[src/rtl/ps2_kbd_tx.sv]
// rtl/ps2_kbd_tx.sv - PS/2 keyboard device model: ASCII in, set-2 make/break frames out on ps2_clk/ps2_data.
// Optional PS2_TX_SHIFT_EN: uppercase letters are typed wrapped in Left-Shift make/break.
module ps2_kbd_tx #(
  parameter int CLK_DIV = 8,
  parameter int GAP     = 16
) (
  input  logic       clk,
  input  logic       rst,
  input  logic       valid,
  input  logic [7:0] ascii,
  output logic       ready,
  output logic       busy,
  output logic       err,
  output logic       ps2_clk,
  output logic       ps2_data
);

`ifdef PS2_TX_SHIFT_EN
  localparam int QDEPTH = 6;
`else
  localparam int QDEPTH = 3;
`endif

  localparam int CMAX = (2 * CLK_DIV > GAP) ? 2 * CLK_DIV : GAP;
  localparam int CW   = $clog2(CMAX);
  localparam logic [CW-1:0] FALL_AT = CW'(CLK_DIV - 1);
  localparam logic [CW-1:0] BIT_END = CW'(2 * CLK_DIV - 1);
  localparam logic [CW-1:0] GAP_END = CW'(GAP - 1);
  localparam logic [7:0] BREAK  = 8'hF0;
  localparam logic [7:0] LSHIFT = 8'h12;

  typedef enum logic [2:0] {
    S_IDLE,
    S_START,
    S_BIT,
    S_PARITY,
    S_STOP,
    S_GAP
  } state_t;

  state_t        state;
  logic [CW-1:0] cnt;
  logic [2:0]    bit_idx;
  logic [2:0]    byte_idx;
  logic [2:0]    qlen;
  logic [7:0]    queue [QDEPTH];

  logic       hit;
  logic [7:0] code;
`ifdef PS2_TX_SHIFT_EN
  logic       shifted;
`endif

  // {hit, code}: set-2 make code for the characters the keyboard can type
  function automatic logic [8:0] set2_code(input logic [7:0] ch);
    logic [8:0] r;
    r = 9'h000;
    case (ch)
      8'h61: r = 9'h11C;  8'h62: r = 9'h132;  8'h63: r = 9'h121;  8'h64: r = 9'h123;
      8'h65: r = 9'h124;  8'h66: r = 9'h12B;  8'h67: r = 9'h134;  8'h68: r = 9'h133;
      8'h69: r = 9'h143;  8'h6A: r = 9'h13B;  8'h6B: r = 9'h142;  8'h6C: r = 9'h14B;
      8'h6D: r = 9'h13A;  8'h6E: r = 9'h131;  8'h6F: r = 9'h144;  8'h70: r = 9'h14D;
      8'h71: r = 9'h115;  8'h72: r = 9'h12D;  8'h73: r = 9'h11B;  8'h74: r = 9'h12C;
      8'h75: r = 9'h13C;  8'h76: r = 9'h12A;  8'h77: r = 9'h11D;  8'h78: r = 9'h122;
      8'h79: r = 9'h135;  8'h7A: r = 9'h11A;
      8'h30: r = 9'h145;  8'h31: r = 9'h116;  8'h32: r = 9'h11E;  8'h33: r = 9'h126;
      8'h34: r = 9'h125;  8'h35: r = 9'h12E;  8'h36: r = 9'h136;  8'h37: r = 9'h13D;
      8'h38: r = 9'h13E;  8'h39: r = 9'h146;
      8'h20: r = 9'h129;
      8'h0A: r = 9'h15A;
      8'h08: r = 9'h166;
      default: r = 9'h000;
    endcase
    return r;
  endfunction

  always_comb begin
    {hit, code} = set2_code(ascii);
`ifdef PS2_TX_SHIFT_EN
    shifted = 1'b0;
    if (ascii >= 8'h41 && ascii <= 8'h5A) begin
      {hit, code} = set2_code(ascii | 8'h20);
      shifted = 1'b1;
    end
`endif
  end

  assign ready = (state == S_IDLE) && !rst;

  always_ff @(posedge clk) begin
    if (rst) begin
      state    <= S_IDLE;
      cnt      <= '0;
      bit_idx  <= '0;
      byte_idx <= '0;
      qlen     <= '0;
      busy     <= 1'b0;
      err      <= 1'b0;
      ps2_clk  <= 1'b1;
      ps2_data <= 1'b1;
      for (int i = 0; i < QDEPTH; i++) queue[i] <= '0;
    end else begin
      err <= 1'b0;
      case (state)
        S_IDLE: begin
          if (valid) begin
            if (hit) begin
              for (int i = 0; i < QDEPTH; i++) queue[i] <= '0;
`ifdef PS2_TX_SHIFT_EN
              if (shifted) begin
                queue[0] <= LSHIFT;
                queue[1] <= code;
                queue[2] <= BREAK;
                queue[3] <= code;
                queue[4] <= BREAK;
                queue[5] <= LSHIFT;
                qlen     <= 3'd6;
              end else begin
                queue[0] <= code;
                queue[1] <= BREAK;
                queue[2] <= code;
                qlen     <= 3'd3;
              end
`else
              queue[0] <= code;
              queue[1] <= BREAK;
              queue[2] <= code;
              qlen     <= 3'd3;
`endif
              byte_idx <= '0;
              cnt      <= '0;
              busy     <= 1'b1;
              ps2_clk  <= 1'b1;
              ps2_data <= 1'b0;
              state    <= S_START;
            end else begin
              err <= 1'b1;
            end
          end
        end

        // every bit: CLK_DIV cycles high (data changes here), CLK_DIV low
        S_START, S_BIT, S_PARITY, S_STOP: begin
          if (cnt == FALL_AT) ps2_clk <= 1'b0;
          if (cnt == BIT_END) begin
            cnt     <= '0;
            ps2_clk <= 1'b1;
            case (state)
              S_START: begin
                bit_idx  <= '0;
                ps2_data <= queue[0][0];
                state    <= S_BIT;
              end
              S_BIT: begin
                if (bit_idx == 3'd7) begin
                  ps2_data <= ~^queue[0];
                  state    <= S_PARITY;
                end else begin
                  bit_idx  <= bit_idx + 3'd1;
                  ps2_data <= queue[0][bit_idx + 3'd1];
                end
              end
              S_PARITY: begin
                ps2_data <= 1'b1;
                state    <= S_STOP;
              end
              default: begin
                ps2_data <= 1'b1;
                state    <= S_GAP;
              end
            endcase
          end else begin
            cnt <= cnt + 1'b1;
          end
        end

        S_GAP: begin
          if (cnt == GAP_END) begin
            cnt <= '0;
            if (byte_idx + 3'd1 < qlen) begin
              byte_idx <= byte_idx + 3'd1;
              for (int i = 0; i < QDEPTH - 1; i++) queue[i] <= queue[i+1];
              queue[QDEPTH-1] <= '0;
              ps2_data <= 1'b0;
              state    <= S_START;
            end else begin
              busy  <= 1'b0;
              state <= S_IDLE;
            end
          end else begin
            cnt <= cnt + 1'b1;
          end
        end

        default: state <= S_IDLE;
      endcase
    end
  end

endmodule

[config.mk]
export PLATFORM = sky130hd
export DESIGN_NAME = ps2_kbd_tx
export DESIGN_NICKNAME = d
export VERILOG_FILES = /design/src/rtl/ps2_kbd_tx.sv
export SDC_FILE = /design/constraint.sdc
export NUM_CORES = 1
export LEC_CHECK = 0
export ABC_CLOCK_PERIOD_IN_PS = 3600
export CORE_ASPECT_RATIO = 1.25
export CORE_MARGIN = 1.5
export CORE_UTILIZATION = 30
export CTS_CLUSTER_DIAMETER = 50
export DETAILED_ROUTE_END_ITERATION = 6
export GPL_TIMING_DRIVEN = 0
export PLACE_DENSITY = 0.46
export SKIP_CTS_REPAIR_TIMING = 1
export SLEW_MARGIN = 10
export SYNTH_ARGS = -nofsm -noshare
export SYNTH_HDL_FRONTEND = slang
export SYNTH_SLANG_ARGS = --single-unit
[constraint.sdc]
create_clock -name clk -period 3.6 [get_ports clk]
set_input_delay 0.36 -clock clk [delete_from_list [all_inputs] [get_ports clk]]
set_output_delay 0.36 -clock clk [all_outputs]
set_load 0.05 [all_outputs]
==> summary.md <==
| Metric | Value |
|---|---|
| Synth Flop Type | `dfxtp_1` |
| Layout fillers | `959` |
| Area leader, netlist | `dfxtp_1` |
| Final ANT Viol Nets | `0` |
| Register area share after synthesis | `34.39%` |
| WL/cell | `15.29 microns` |
| Clock Tree Root | `clkbuf_16` |
| Num rows | `39` |
| CP Capture Type | `flop` |
| Final setup margin | `0.3349 ns` |
| CTS Sinks | `41` |
| WL final | `6.956 mm` |
| Setup CP Type | `in -> reg` |
| CP Launch Type | `input port` |
| Avg Cell Area, Syn | `8.984 sq um` |
| Global Route Usage Sum | `14.55%` |
| Fraction of registers with async set/reset | `0%` |
| H-tree Lvls | `2` |
| Max Cap Viol | `0` |
| Core area | `9076 sq um` |
| Fmax | `0.3063 GHz` |
| N_diodes | `0` |
| Largest net degree at the start of global routing | `15` |
| Worst Tran Pin Value | `0.5893 ns` |
| Total power | `1.198 mW` |
| CTS tree | `done` |
| Clk_lat worst skew | `0.28 ns` |
| Setup WS pre-CTS | `-0.1815 ns` |
| Setup-failing EPs final | `0` |
| Syn Inst Count | `311` |
| Synth Cell Area | `2794 sq um` |
| Total gr overflow | `0` |
| Top cells by area, synth | `dfxtp_1 19%, edfxtp_1 15%, ha_1 4.0%` |
| RSZ-0062 raised after global routing | `false` |
| Placer Congestion | `0.8369` |
| Global-route wire length before repair | `11.16 mm` |
| Yosys reg bits | `41` |
| Total number of vias | `2401` |
| Leak | `1.246 nW` |
| Post-route clock period utilization | `90.70%` |
| Storage cell area | `960.9 sq um` |
| Outcome | `completed` |
| Fin crit period | `3.265 ns` |
| Initial antenna violation count | `0` |
| Critical path fanouts, max | `14` |
| Clk buf depth | `2` |
| DRC Markers | `0` |
| Worst Hold Class | `reg -> reg` |
| DRT Pass-1 Iters | `4` |
| Critical Path RT | `3.56 ns` |
| Pwr Density | `369.3 nW/um^2` |
| Cell variety after synth | `73` |
| Detailed placement HPWL | `5.390 mm` |
| Via density | `5.277` |
| Starting Density | `30.78%` |
| Post-route clock skew | `0.007544 ns` |
| Final Max Tran Viols | `0` |
| Synth-to-layout area growth | `16.08%` |
| Clock-pin transition on the worst setup and hold timing paths | `0.06 ns` |
| Die Span X | `89.32 microns` |
| Top-area cell type share of the netlist area | `19.35%` |
| Final hold violations | `0` |
| Vias in the first global route | `2210` |
| Multi-input logic area | `1674 sq um` |
| Die height | `110.9 microns` |
| Yosys warning count | `0` |
| WP data arrival | `3.22 ns` |
| Num CTS Buffers | `5` |
| DIE AREA | `9905 sq um` |
| Ratio of cells with drive above 1 in the final layout | `11.45%` |
| I/O pin cnt | `16` |
| Slew HR | `60.41%` |
| VDD IR max | `0.1505 mV` |
| Starting DRT DRC Count | `83` |
| I/O Buffers | `13` |
| Syn Nets | `331` |
| Post-layout nets | `351` |
| Post-synth EDFFs | `14` |
kinds of logic (layout without fill, tap and decap cells):
group           after synthesis  in the layout  synth area share, %
compound gates              101            101                25.89
xor+xnor                     11             11                3.449
fa+ha+maj                     9              9                4.031
buf+inv                      31             52                5.777
flops                        41             41                34.39
mux                          14             14                6.046
simple gates                104            104                20.42
where the power goes:
| part | switching (mW) | internal (mW) | total [mW] |
|---|---|---|---|
| combinational | 0.111 | 0.0775 | 0.189 |
| clock | 0.181 | 0.325 | 0.506 |
| sequential | 0.00889 | 0.494 | 0.503 |
| total | 0.301 | 0.897 | 1.20 |
final cells by class:
type | count | area share [%]
clock buffer | 6 | 3.974
sequential | 41 | 29.63
multi-input combinational | 239 | 51.62
timing repair buffer | 13 | 4.012
buffer | 21 | 3.819
clock inverter | 2 | 1.042
inverter | 10 | 1.157
tap | 123 | 4.745
per-layer routing:
layer	wire (microns)	vias up	share of wire (%)	global-route usage [%]
met5	0	-	0	0
met4	187	0	2.7	7.692
met3	161	12	2.3	2.010
met2	3457	43	50	23.11
met1	3151	1145	45	18.74
li1	-	1201	-	-
through the flow:
stage                     setup TNS (ns)  instances  utilization, %  instance area [sq um]  hold slack (ns)
after CTS                              0        455           35.70                   3241           0.4505
after floorplan                        0        311               -                   2794           0.4238
final                                  0        455           35.73                   3243           0.4491
after global routing                   0        455           35.73                   3243           0.4671
after detailed placement          -2.535        447           33.91                   3078           0.4382
after global placement            -3.037        447           33.91                   3078           0.4321
critical path: stages:
cell and delay, ns:
clkdlybuf4s50_1 0.44, clkbuf_1 0.23, inv_1 0.13, ha_1 0.30, nand2b_1 0.20, o311ai_1 0.35, inv_1 0.13, o211ai_2 0.46
nand2b_2 0.20, nand2b_2 0.40
cell usage after synthesis (all sizes together) (8+ instances only):
master   n
buf     10
a21oi   19
inv     10
clkbuf  11
a21o     8
o21ai   18
nor3     9
xnor2    9
nand2   29
nand2b  13
nor2    17
ha       9
dfxtp   27
mux2i    9
edfxtp  14
placed cells by master, fill, tap and decap left out, drive strengths merged, types with 4 or more instances in the layout:
cell type      instances
nand2                 29
dfxtp                 27
a21oi                 19
o21ai                 18
nor2                  17
clkbuf                17
edfxtp                14
clkdlybuf4s50         13
nand2b                13
inv                   10
buf                   10
mux2i                  9
xnor2                  9
ha                     9
nor3                   9
a21o                   8
o211ai                 6
nor2b                  5
nand3                  5
o22ai                  5
o21a                   4
o21bai                 4
or3                    4
and2                   4
sequential cells by signal, summed over array words and instances (netlist names), 3 cells and up:
register / flops
queue: 23
cnt: 4
bit_idx: 3
byte_idx: 3
state: 3
path summary, 6_finish.rpt:
check                                  start      endpoint  slack, ns  cells after the start
worst min register to register  queue[0][10]  queue[0][10]       0.45                      2
worst max register to register   byte_idx[0]  queue[0][21]       0.67                      8
worst min-delay path            queue[0][10]  queue[0][10]       0.45                      2
worst max-delay path                ascii[1]  queue[0][21]       0.33                     10
Power figures use the tool's default switching activity.
